File: src/rtl/roe_rf_pkg.sv
// Shared types and widths for the register-file port arbiter.
package roe_rf_pkg;
  localparam int REG_ADDR_W = 4;
  localparam int PA_W       = 2;
  localparam int LOWER_W    = 2;

  typedef enum logic [1:0] {IDLE, ACCESS, RESP} rf_state_t;
  typedef enum logic {OWN_CPU, OWN_DBG} rf_owner_t;
endpackage

File: src/rtl/rf_port_arbiter_pa_tracker.sv
// Per-requester play-area register; eff_pa forwards a newly selected bank
// so the access being captured already uses it.
module pa_tracker
  import roe_rf_pkg::*;
(
  input  logic            clk,
  input  logic            reset,
  input  logic [2:0]      i_set_pa,
  input  logic            i_capture,
  output logic [PA_W-1:0] o_pa,
  output logic [PA_W-1:0] o_eff_pa
);
  logic [PA_W-1:0] r_pa;

  always_ff @(posedge clk or posedge reset) begin
    if (reset) begin
      r_pa <= '0;
    end else if (i_capture && i_set_pa[2]) begin
      r_pa <= i_set_pa[1:0];
    end
  end

  assign o_pa     = r_pa;
  assign o_eff_pa = i_set_pa[2] ? i_set_pa[1:0] : r_pa;
endmodule

File: src/rtl/rf_port_arbiter.sv
// Round-robin sharing of a single-ported register file between cpu and dbg.
// Handshake: req is held until gnt (ACCESS cycle); done pulses one cycle later.
module rf_port_arbiter
  import roe_rf_pkg::*;
#(
  parameter int DATA_W = 8
) (
  input  logic                  clk,
  input  logic                  reset,
  input  logic                  cpu_req,
  input  logic [2:0]            cpu_set_pa,
  input  logic [LOWER_W-1:0]    cpu_lower,
  input  logic                  cpu_we,
  input  logic [DATA_W-1:0]     cpu_wdata,
  output logic                  cpu_gnt,
  output logic                  cpu_done,
  output logic [DATA_W-1:0]     cpu_rdata,
  output logic [PA_W-1:0]       cpu_pa,
  input  logic                  dbg_req,
  input  logic [2:0]            dbg_set_pa,
  input  logic [LOWER_W-1:0]    dbg_lower,
  input  logic                  dbg_we,
  input  logic [DATA_W-1:0]     dbg_wdata,
  output logic                  dbg_gnt,
  output logic                  dbg_done,
  output logic [DATA_W-1:0]     dbg_rdata,
  output logic [PA_W-1:0]       dbg_pa,
  output logic [REG_ADDR_W-1:0] rf_addr,
  output logic                  rf_we,
  output logic [DATA_W-1:0]     rf_wdata,
  input  logic [DATA_W-1:0]     rf_rdata,
  output logic [1:0]            o_fsm_state
);
  rf_state_t             r_state;
  rf_owner_t             r_owner;
  rf_owner_t             r_last_owner;
  logic [REG_ADDR_W-1:0] r_addr;
  logic                  r_we;
  logic [DATA_W-1:0]     r_wdata;
  logic [DATA_W-1:0]     r_cpu_rdata;
  logic [DATA_W-1:0]     r_dbg_rdata;

  logic                  w_sample;
  rf_owner_t             w_last_eff;
  rf_owner_t             w_win;
  logic                  w_cpu_cap;
  logic                  w_dbg_cap;
  logic [PA_W-1:0]       w_cpu_eff_pa;
  logic [PA_W-1:0]       w_dbg_eff_pa;
  logic [REG_ADDR_W-1:0] w_cap_addr;
  logic                  w_cap_we;
  logic [DATA_W-1:0]     w_cap_wdata;

  assign w_sample = ((r_state == IDLE) || (r_state == RESP)) && (cpu_req || dbg_req);

  // In RESP the finishing owner counts as last_owner already, so back-to-back ties alternate.
  assign w_last_eff = (r_state == RESP) ? r_owner : r_last_owner;

  always_comb begin
    w_win = OWN_CPU;
    if (cpu_req && dbg_req) begin
      w_win = (w_last_eff == OWN_CPU) ? OWN_DBG : OWN_CPU;
    end else if (!cpu_req) begin
      w_win = OWN_DBG;
    end
  end

  assign w_cpu_cap = w_sample && (w_win == OWN_CPU);
  assign w_dbg_cap = w_sample && (w_win == OWN_DBG);

  pa_tracker u_cpu_pa (
    .clk       (clk),
    .reset     (reset),
    .i_set_pa  (cpu_set_pa),
    .i_capture (w_cpu_cap),
    .o_pa      (cpu_pa),
    .o_eff_pa  (w_cpu_eff_pa)
  );

  pa_tracker u_dbg_pa (
    .clk       (clk),
    .reset     (reset),
    .i_set_pa  (dbg_set_pa),
    .i_capture (w_dbg_cap),
    .o_pa      (dbg_pa),
    .o_eff_pa  (w_dbg_eff_pa)
  );

  assign w_cap_addr  = (w_win == OWN_CPU) ? {w_cpu_eff_pa, cpu_lower} : {w_dbg_eff_pa, dbg_lower};
  assign w_cap_we    = (w_win == OWN_CPU) ? cpu_we : dbg_we;
  assign w_cap_wdata = (w_win == OWN_CPU) ? cpu_wdata : dbg_wdata;

  always_ff @(posedge clk or posedge reset) begin
    if (reset) begin
      r_state      <= IDLE;
      r_owner      <= OWN_CPU;
      r_last_owner <= OWN_DBG;
      r_addr       <= '0;
      r_we         <= 1'b0;
      r_wdata      <= '0;
      r_cpu_rdata  <= '0;
      r_dbg_rdata  <= '0;
    end else begin
      case (r_state)
        IDLE: begin
          if (w_sample) begin
            r_owner <= w_win;
            r_addr  <= w_cap_addr;
            r_we    <= w_cap_we;
            r_wdata <= w_cap_wdata;
            r_state <= ACCESS;
          end
        end
        ACCESS: begin
          if (!r_we) begin
            if (r_owner == OWN_CPU) r_cpu_rdata <= rf_rdata;
            else                    r_dbg_rdata <= rf_rdata;
          end
          r_state <= RESP;
        end
        RESP: begin
          r_last_owner <= r_owner;
          if (w_sample) begin
            r_owner <= w_win;
            r_addr  <= w_cap_addr;
            r_we    <= w_cap_we;
            r_wdata <= w_cap_wdata;
            r_state <= ACCESS;
          end else begin
            r_state <= IDLE;
          end
        end
        default: r_state <= IDLE;
      endcase
    end
  end

  // Decoded from state so reset removes the write strobe without waiting for a clock.
  assign rf_we       = (r_state == ACCESS) && r_we;
  assign rf_addr     = r_addr;
  assign rf_wdata    = r_wdata;
  assign cpu_gnt     = (r_state == ACCESS) && (r_owner == OWN_CPU);
  assign dbg_gnt     = (r_state == ACCESS) && (r_owner == OWN_DBG);
  assign cpu_done    = (r_state == RESP) && (r_owner == OWN_CPU);
  assign dbg_done    = (r_state == RESP) && (r_owner == OWN_DBG);
  assign cpu_rdata   = r_cpu_rdata;
  assign dbg_rdata   = r_dbg_rdata;
  assign o_fsm_state = r_state;
endmodule

File: config.mk
export PLATFORM = sky130hd
export DESIGN_NAME = rf_port_arbiter
export DESIGN_NICKNAME = d
export VERILOG_FILES = /design/src/rtl/roe_rf_pkg.sv /design/src/rtl/rf_port_arbiter_pa_tracker.sv /design/src/rtl/rf_port_arbiter.sv
export SDC_FILE = /design/constraint.sdc
export NUM_CORES = 1
export LEC_CHECK = 0
export CAP_MARGIN = 20
export CORE_MARGIN = 1.5
export CORE_UTILIZATION = 40
export DETAILED_ROUTE_END_ITERATION = 8
export PLACE_DENSITY = 0.86
export SYNTH_ARGS = -nofsm -noshare
export SYNTH_HDL_FRONTEND = slang
export SYNTH_SLANG_ARGS = --single-unit
File: constraint.sdc
create_clock -name clk -period 1.7 [get_ports clk]
set_input_delay 0.17 -clock clk [delete_from_list [all_inputs] [get_ports clk]]
set_output_delay 0.17 -clock clk [all_outputs]
set_load 0.02 [all_outputs]
# After elaboration in Yosys (flattened, before gate mapping)
# Index checks and enable logic that the tools add are counted.
[op_classes]
eq_ne = 3
muxes = 12
bitwise_logic = 3
n_reduce_logical = 18
[ops]
columns = ["op", "n"]
rows = [
  ["1-bit logical AND", 11],
  ["8-bit two-way mux", 1],
  ["1-bit two-way mux", 6],
  ["2-bit two-way mux", 3],
  ["2-bit one-hot mux with 3 select lines", 1],
  ["3-bit AND reduction", 2],
  ["4-bit two-way mux", 1],
  ["1-bit NOT", 3],
  ["2-bit by 1-bit equality test with 1-bit output (second input constant)", 1],
  ["2-bit equality test (second input constant)", 1],
  ["2-bit zero test", 1],
  ["1-bit logical OR", 2],
  ["2-bit != test (second input constant)", 1],
  ["2-bit AND reduction", 1],
  ["2-bit OR reduction", 1],
]
[totals]
reg_bits = 37
out_inout_bits = 39
wordCells = 46

# Depth between registers and ports, before layout
# Gate-level depths: netlist (run 1).
[depth]
ltp_word = 7
ltp_mapped = 5

# Cells and area by module
# From an unflattened synthesis (run 1), not the netlist that was laid out.
[unflattened]
hier_cells = 115
area_unflattened_um2 = 1640.3
[by_module_without_submodules]
columns = ["mod", "instances", "cells_per_inst", "area_each_um2", "seq_area_each_um2"]
rows = [
  ["rf_port_arbiter", 1, 99, 1415.1, 827.0],
  ["pa_tracker", 2, 8, 112.6, 50.0],
]

# Worst setup path after synthesis (run 1)
# Ideal clock, no wire load.
[synth_path]
path_type = "reg-to-reg"
startpoint = "register r_state[1] (netlist: o_fsm_state[1])"
endpoint = "register u_dbg_pa.r_pa[0] (netlist: u_dbg_pa.o_pa[0])"
setup_time_ps = 125
arrival_time_ps = 1466
t_required_ps = 1575
setup_slack_ps = 109
path_stages_with_launch = 4
path_buffers = 0
path_cell_list = "dfrtp_1 -> mux2_4 -> a211oi_2 -> mux2_2"
[synth_between]
elab_chain_cells = 6
word_cells_on_any_way = 9
classes_between = "1 x eq/ne; 3 x mux; 5 x reduce/logical"
[synth_rtl]
columns = ["item", "line_no", "source"]
rows = [
  ["start: declaration", "rf_port_arbiter.sv:34", "rf_state_t r_state;"],
  ["start signal: assignment", "rf_port_arbiter.sv:95", "r_state <= IDLE;"],
  ["start signal: assignment", "rf_port_arbiter.sv:111", "r_state <= ACCESS;"],
  ["start signal: assignment", "rf_port_arbiter.sv:119", "r_state <= RESP;"],
  ["2-bit equality test", "rf_port_arbiter.sv:54, rf_port_arbiter.sv:57", ""],
  ["1-bit two-way mux", "-", ""],
  ["1-bit two-way mux", "rf_port_arbiter.sv:62", "w_win = (w_last_eff == OWN_CPU) ? OWN_DBG : OWN_CPU;"],
  ["1-bit two-way mux", "rf_port_arbiter.sv:61", "if (cpu_req && dbg_req) begin"],
  ["1-bit logical AND (*)", "rf_port_arbiter.sv:69", "assign w_dbg_cap = w_sample && (w_win == OWN_DBG);"],
  ["1-bit logical AND (*)", "rf_port_arbiter_pa_tracker.sv:18", "end else if (i_capture && i_set_pa[2]) begin"],
  ["end signal: assignment", "rf_port_arbiter_pa_tracker.sv:19", "r_pa <= i_set_pa[1:0];"],
  ["end: declaration", "rf_port_arbiter_pa_tracker.sv:13", "logic [PA_W-1:0] r_pa;"],
]
# Mark *: on every way between the ends. The rest lies on a longest branch, timed or not.
# A chain may end at the register's enable or synchronous reset.

# Worst setup path in the final report (run 1)
[layout_path]
startpoint = "register r_state[0] (netlist: o_fsm_state[0])"
endpoint = "output rf_we"
[layout_between]
elab_chain_cells = 2
[layout_rtl]
columns = ["item", "line_no", "source"]
rows = [
  ["2-bit by 1-bit equality test with 1-bit output", "rf_port_arbiter.sv:139", "assign rf_we = (r_state == ACCESS) && r_we;"],
  ["1-bit logical AND", "rf_port_arbiter.sv:139", ""],
  ["end: declaration", "rf_port_arbiter.sv:29", "output logic rf_we,"],
]
# No other way between the ends.

==> summary.txt, run 1 <==
Finish
  • Final #Nets: 248
  • Ant. Diodes: 0
  • Most common cell after layout, fill and taps aside: clkdlybuf4s50_1
  • Commonest non-fill, non-tap cells in the layout: 73 x clkdlybuf4s50_1, 35 x dfrtp_1, 22 x mux2_2
  • Layout cells sized above 1: 24.4%
  • Area Overhead vs Synth: 58.8%
  • # fillers: 308

Worst setup path
  • Crit-path cells: buf_4 > nand2b_4 > inv_1 > and2_1 > clkdlybuf4s15_1
  • Max Fanout on Critical Path: 5
  • CP max stage cell: dfrtp_1
  • Crit path buf inv count: 3
  • WS Path Type: flip-flop to primary output
  • Worst r2r src: o_fsm_state[1]
  • CP max stage delay: 0.41 ns
  • Worst Setup End Kind: primary output
  • CP Data Required Time: 1.53 ns
  • Reg2reg path depth: 3
  • Worst path top cell family by delay: buffers and inverters
  • Startpoint Class: flip-flop
  • R2R Setup Slk: 0.12 ns
  • RR Endpoint: u_dbg_pa.o_pa[1]
  • CP Data Arrival Time: 1.45 ns

Yosys
  • Synth Net Count: 157
  • Post-synthesis sequential area ratio: 56.1%
  • Synth Area in XOR/XNOR: 0%
  • Syn Std Cell Area: 0.00165 mm^2
  • #FFs+latches synth: 37
  • Multiplexer share of the synthesized area: 17.9%
  • Synth cell types: 22
  • Synth warn: 0
  • Synth Instances: 117
  • Largest family of logic cells by synthesized area: multiplexers
  • Adder-cell share of the synthesized area: 0%
  • Post-Synth Simple-Gate Area: 9.46%
  • Syn_area_per_cell: 14.1 um^2
  • Compound-Gate Fraction of Synth Area: 12.9%

Drt
  • Vias: 1282
  • Mean routed wirelength per cell: 14.6 um
  • Iteration-0 DRC Markers: 32
  • Routed wire length: 3.78 mm
  • Final ANT Viol Nets: 0
  • Top Metal Used: met4
  • Met2 routed WL: 1.80 mm
  • Residual DRC count: 0
  • Wire length on met1: 1.54 mm
  • Vias/cell: 4.95
  • Met3 WL post-DR: 387 um
  • DRT Pass-1 Iters: 4

CTS
  • H-tree Lvls: 2
  • Clock sink total: 37
  • Total CTS buffers: 5
  • Reg clk slew, reported paths: 0.07 ns
  • Clk_lat worst skew: 0.29 ns
  • Cts hold-fix bufs: 0
  • Maximum clock path buffer count: 2
  • Root Driver: clkbuf_8
  • CTS tree: yes

GRT
  • Vias in the first global route: 1331
  • Largest net degree at the start of global routing: 23
  • Tot GR Track Use: 18.4%
  • GRT overflow: 0
  • Initial antenna violation count: 0
  • First-pass GRT wire length: 6.11 mm

Power and ir drop
  • Pwr/cell area: 1460 mW/mm^2
  • Max IR drop VDD: 1.03 mV
  • LEAKAGE: 1.13 nW

STA
  • RSZ-0062 raised after global routing: false
  • Setup TNS Final: 0 ns
  • Crit path time final: 1.62 ns
  • Worst Clk Skew: 0.00328 ns
  • Final worst-path cycle share: 95.1%
  • Headroom to the max-slew limit: 66.2%
  • Final hold vios: 0
  • Least-Margin Pin Slew: 0.507 ns
  • PnR worst setup slack: 0.0841 ns
  • Setup violations, final: 0
  • Fin. max-slew vios: 0
  • F_max: 619 MHz

Outcome
  • Status: finished clean

Place
  • Routability cong.: 0.693
  • Dpl hpwl: 2.86 mm
  • Worst slack, placed: -0.116 ns
  • Port Buffer Count: 78

Die
  • Starting density of the core: 41.4%
  • FP Rows: 23
  • Die Height: 67.3 um
  • Top Ports: 79
  • Core area: 0.00400 mm^2
  • Die area: 0.00453 mm^2
  • Die Span X: 67.3 um

Hold path
  • Hold Path Class: input pin to asynchronous set/reset pin

Flow run
  • MaxCap Viol Count: 0
## worst register-to-register path: cells and delay by family (launching register included)
kind,cells,cell delay (ns)
AO/OA/AOI/OAI,1,0.31
flip-flops,1,0.45
multiplexers,2,0.71
## sequential cells by signal, indices dropped and copies added (netlist names)
name	cells
cpu_rdata	8
dbg_rdata	8
rf_wdata	8
rf_addr	4
o_fsm_state	2
u_cpu_pa.o_pa	2
u_dbg_pa.o_pa	2
r_last_owner	1
r_owner	1
r_we	1
## timing repair
action                                  in CTS  in global routing
hold endpoints to repair                     0                  0
endpoints found under the setup margin       6                  3
buffers inserted                             0                  0
resized for setup                            6                  4
## cells in the mapped netlist, drive strengths merged
cell,number,area [um^2]
inv,6,22.5
mux2,23,263
o21bai,1,7.51
buf,3,33.8
nor3,2,32.5
a211oi,4,40.0
dfstp,1,26.3
dfrtp,36,901
mux2i,3,33.8
a21oi,2,21.3
a21o,2,15.0
clkbuf,1,3.75
a221o,13,130
nand2b,3,26.3
and2,12,75.1
or2b,1,7.51
nor2,4,15.0
## cells by family after synthesis
logic type / count (synthesis)
AOI/OAI and AO/OA: 22
muxes: 26
DFF: 37
buffers and inverters: 10
and+or+nand+nor: 22
## where the power goes
group	switching, W	total, W	internal, W
combinational	0.000814	0.00181	0.00100
sequential	0.000213	0.00144	0.00122
clock	0.000308	0.000592	0.000284
total	0.00134	0.00384	0.00251
## worst max path at each step
| stage | start | endpoint | slack [ns] | cells after the start |
|---|---|---|---|---|
| floorplan | o_fsm_state[1] | u_dbg_pa.o_pa[0] | 0.11 | 3 |
| global placement | cpu_req | rf_addr[0] | -0.08 | 4 |
| detailed placement | cpu_req | rf_wdata[1] | -0.12 | 4 |
| CTS | o_fsm_state[1] | dbg_done | 0.003 | 3 |
| global route | o_fsm_state[0] | rf_we | 0.005 | 5 |
| finish | o_fsm_state[0] | rf_we | 0.08 | 5 |
## per-layer routing
metal	vias to the layer above	global-route usage (%)
li1	610	-
met1	614	22.0
met2	53	28.8
met3	5	9.50
met4	0	5.36
met5	-	0
## stage by stage
stage	utilization (%)	cell area [um^2]	cells	hold WS, ns	total power (W)
floorplan	-	1650	117	0.315	0.00238
global placement	63.7	2550	251	0.482	0.00325
detailed placement	63.7	2550	251	0.487	0.00328
CTS	65.7	2630	259	0.164	0.00389
global route	65.7	2630	259	0.222	0.00407
finish	65.7	2630	259	0.164	0.00384
## cell type report
| cell class | count | area, um^2 | share of cell area (%) |
|---|---|---|---|
| multi-input cells | 70 | 671 | 25.5 |
| inverters | 6 | 22.5 | 0.858 |
| flip-flops and latches | 37 | 928 | 35.4 |
| repair buffers | 88 | 860 | 32.7 |
| clock buffers | 6 | 72.6 | 2.76 |
| well taps | 50 | 62.6 | 2.38 |
| clock inverters | 2 | 10.0 | 0.381 |
(Power assumes the default switching activity.)
==> run 2: changes to the inputs <==
CORE_MARGIN = 2   (was 1.5)
==> run 2 against run 1 <==
  * Sequential share of layout area down 0.97 points
  * Sequential power barely moved
  * Register-to-register slack about the same
  * Flip-flop and latch count is the same
  * Global-route usage up 1.5 points
  * Power grew 8.8%
  * Fmax up 2.2%
  * Setup slack better by 0.034 ns
  * Largest cell class unchanged
==> summary.txt, run 2 (same netlist as run 1, synthesis figures left out) <==
CTS
  • Total CTS buffers: 5
  • Maximum clock path buffer count: 2
  • CTS tree: yes
  • Clock sink total: 37
  • Cts hold-fix bufs: 0
  • Clk_lat worst skew: 0.28 ns
  • H-tree Lvls: 2
  • # Post-CTS Setup Buffers: 0
  • Root Driver: clkbuf_8
  • Reg clk slew, reported paths: 0.07 ns

STA
  • PnR worst setup slack: 0.118 ns
  • Headroom to the max-slew limit: 64.9%
  • Final hold vios: 0
  • Final worst-path cycle share: 93.0%
  • F_max: 632 MHz
  • RSZ-0062 raised after global routing: false
  • Fin. max-slew vios: 0
  • Worst Clk Skew: 0.00525 ns
  • Setup TNS Final: 0 ns
  • Least-Margin Pin Slew: 0.526 ns
  • Crit path time final: 1.58 ns
  • Setup violations, final: 0

GRT
  • Initial antenna violation count: 0
  • Largest net degree at the start of global routing: 18
  • Vias in the first global route: 1446
  • GRT overflow: 0
  • Tot GR Track Use: 19.9%
  • First-pass GRT wire length: 6.68 mm

Place
  • Dpl hpwl: 3.22 mm
  • Routability cong.: 0.752
  • Port Buffer Count: 78
  • Worst slack, placed: -0.129 ns

Hold path
  • Hold Path Class: input pin to asynchronous set/reset pin

Finish
  • Final #Nets: 250
  • Area Overhead vs Synth: 63.2%
  • Ant. Diodes: 0
  • Commonest non-fill, non-tap cells in the layout: 73 x clkdlybuf4s50_1, 35 x dfrtp_1, 22 x mux2_2
  • Layout cells sized above 1: 26.1%
  • Most common cell after layout, fill and taps aside: clkdlybuf4s50_1

Worst setup path
  • Worst Setup End Kind: primary output
  • WS Path Type: flip-flop to primary output
  • CP Data Arrival Time: 1.41 ns
  • CP Data Required Time: 1.53 ns
  • Startpoint Class: flip-flop
  • Max Fanout on Critical Path: 5

Outcome
  • Status: finished clean

Drt
  • Final ANT Viol Nets: 0
  • Iteration-0 DRC Markers: 64
  • Residual DRC count: 0
  • Mean routed wirelength per cell: 16.0 um
  • Routed wire length: 4.19 mm
  • Vias/cell: 5.02
  • DRT Pass-1 Iters: 2
  • Vias: 1310

Power and ir drop
  • LEAKAGE: 1.17 nW
  • Pint: 0.00282 W
  • Clk pwr share: 21.3%
  • Switching share of power: 32.5%
  • NetSw: 0.00136 W
  • Share of power burned in registers: 34.3%
  • Max IR drop VDD: 1.21 mV
  • Pwr/cell area: 1550 mW/mm^2
  • Comb power frac: 44.4%

Die
  • Die Span X: 68.3 um
  • Die area: 0.00467 mm^2
  • Starting density of the core: 41.4%
  • Top Ports: 79
  • Die Height: 68.3 um
  • FP Rows: 23
  • Core area: 0.00400 mm^2

Flow run
  • MaxCap Viol Count: 0
==> run 2: cell types whose count changed in the layout (fill, tap and decap cells not counted), sizes merged <==
cell | previous run | this run
clkinv | 2 | 1
clkdlybuf4s15 | 1 | 0
bufinv | 0 | 2
buf | 10 | 12
==> run 2: cell type report <==
class	count	area (um^2)
repair buffers	90	882
clock inverters	3	65.1
well taps	50	62.6
flip-flops and latches	37	928
fillers	311	1300
clock buffers	5	68.8
inverters	6	22.5
multi-input cells	70	671
==> run 2: power by group through the flow <==
| stage | sequential (W) | combinational [W] | clock, W |
|---|---|---|---|
| CTS | 0.00144 | 0.00188 | 0.000908 |
| detailed placement | 0.00145 | 0.00188 | 0 |
| floorplan | 0.00181 | 0.000570 | 0 |
| global placement | 0.00143 | 0.00184 | 0 |
| finish | 0.00144 | 0.00186 | 0.000889 |
| global route | 0.00148 | 0.00197 | 0.000962 |
==> run 2: layer usage <==
layer / global-route usage (%) / vias to the layer above / routed length, um
met5: 0 / - / 0
met4: 5.50 / 0 / 26
met3: 8.39 / 2 / 393
met2: 35.3 / 49 / 2200
met1: 21.5 / 644 / 1570
li1: - / 615 / -
==> run 2: final timing paths <==
path | start | to | slack [ns] | cells past startpoint
max | o_fsm_state[0] | o_fsm_state[0] | 0.12 | 2
min | reset | cpu_rdata[5] | 0.18 | 2
max reg2reg | o_fsm_state[1] | u_dbg_pa.o_pa[1] | 0.12 | 3
min reg2reg | cpu_rdata[5] | cpu_rdata[5] | 0.51 | 1
max in group asynchronous | reset | dbg_rdata[2] | 0.99 | 3
min in group clk | cpu_we | r_we | 0.49 | 2
==> run 2: per-stage QoR <==
| stage | instance area, um^2 | std cells | total power (W) | util [%] | hold slack [ns] |
|---|---|---|---|---|---|
| floorplan | 1650 | 117 | 0.00238 | - | 0.315 |
| global placement | 2570 | 253 | 0.00327 | 64.4 | 0.478 |
| detailed placement | 2570 | 253 | 0.00333 | 64.4 | 0.490 |
| CTS | 2710 | 261 | 0.00423 | 67.7 | 0.176 |
| global route | 2700 | 261 | 0.00442 | 67.5 | 0.218 |
| finish | 2700 | 261 | 0.00418 | 67.5 | 0.176 |
==> run 2: critical path, cell delays in order, from the launching register on <==
cell and delay, ns:
dfrtp_1 0.39, buf_4 0.14, clkdlybuf4s50_1 0.60
==> run 2: timing repair <==
action                                 in CTS  in global routing
gates resized for setup                     7                  4
setup endpoints to repair                  16                  2
endpoints found under the hold margin       0                  0
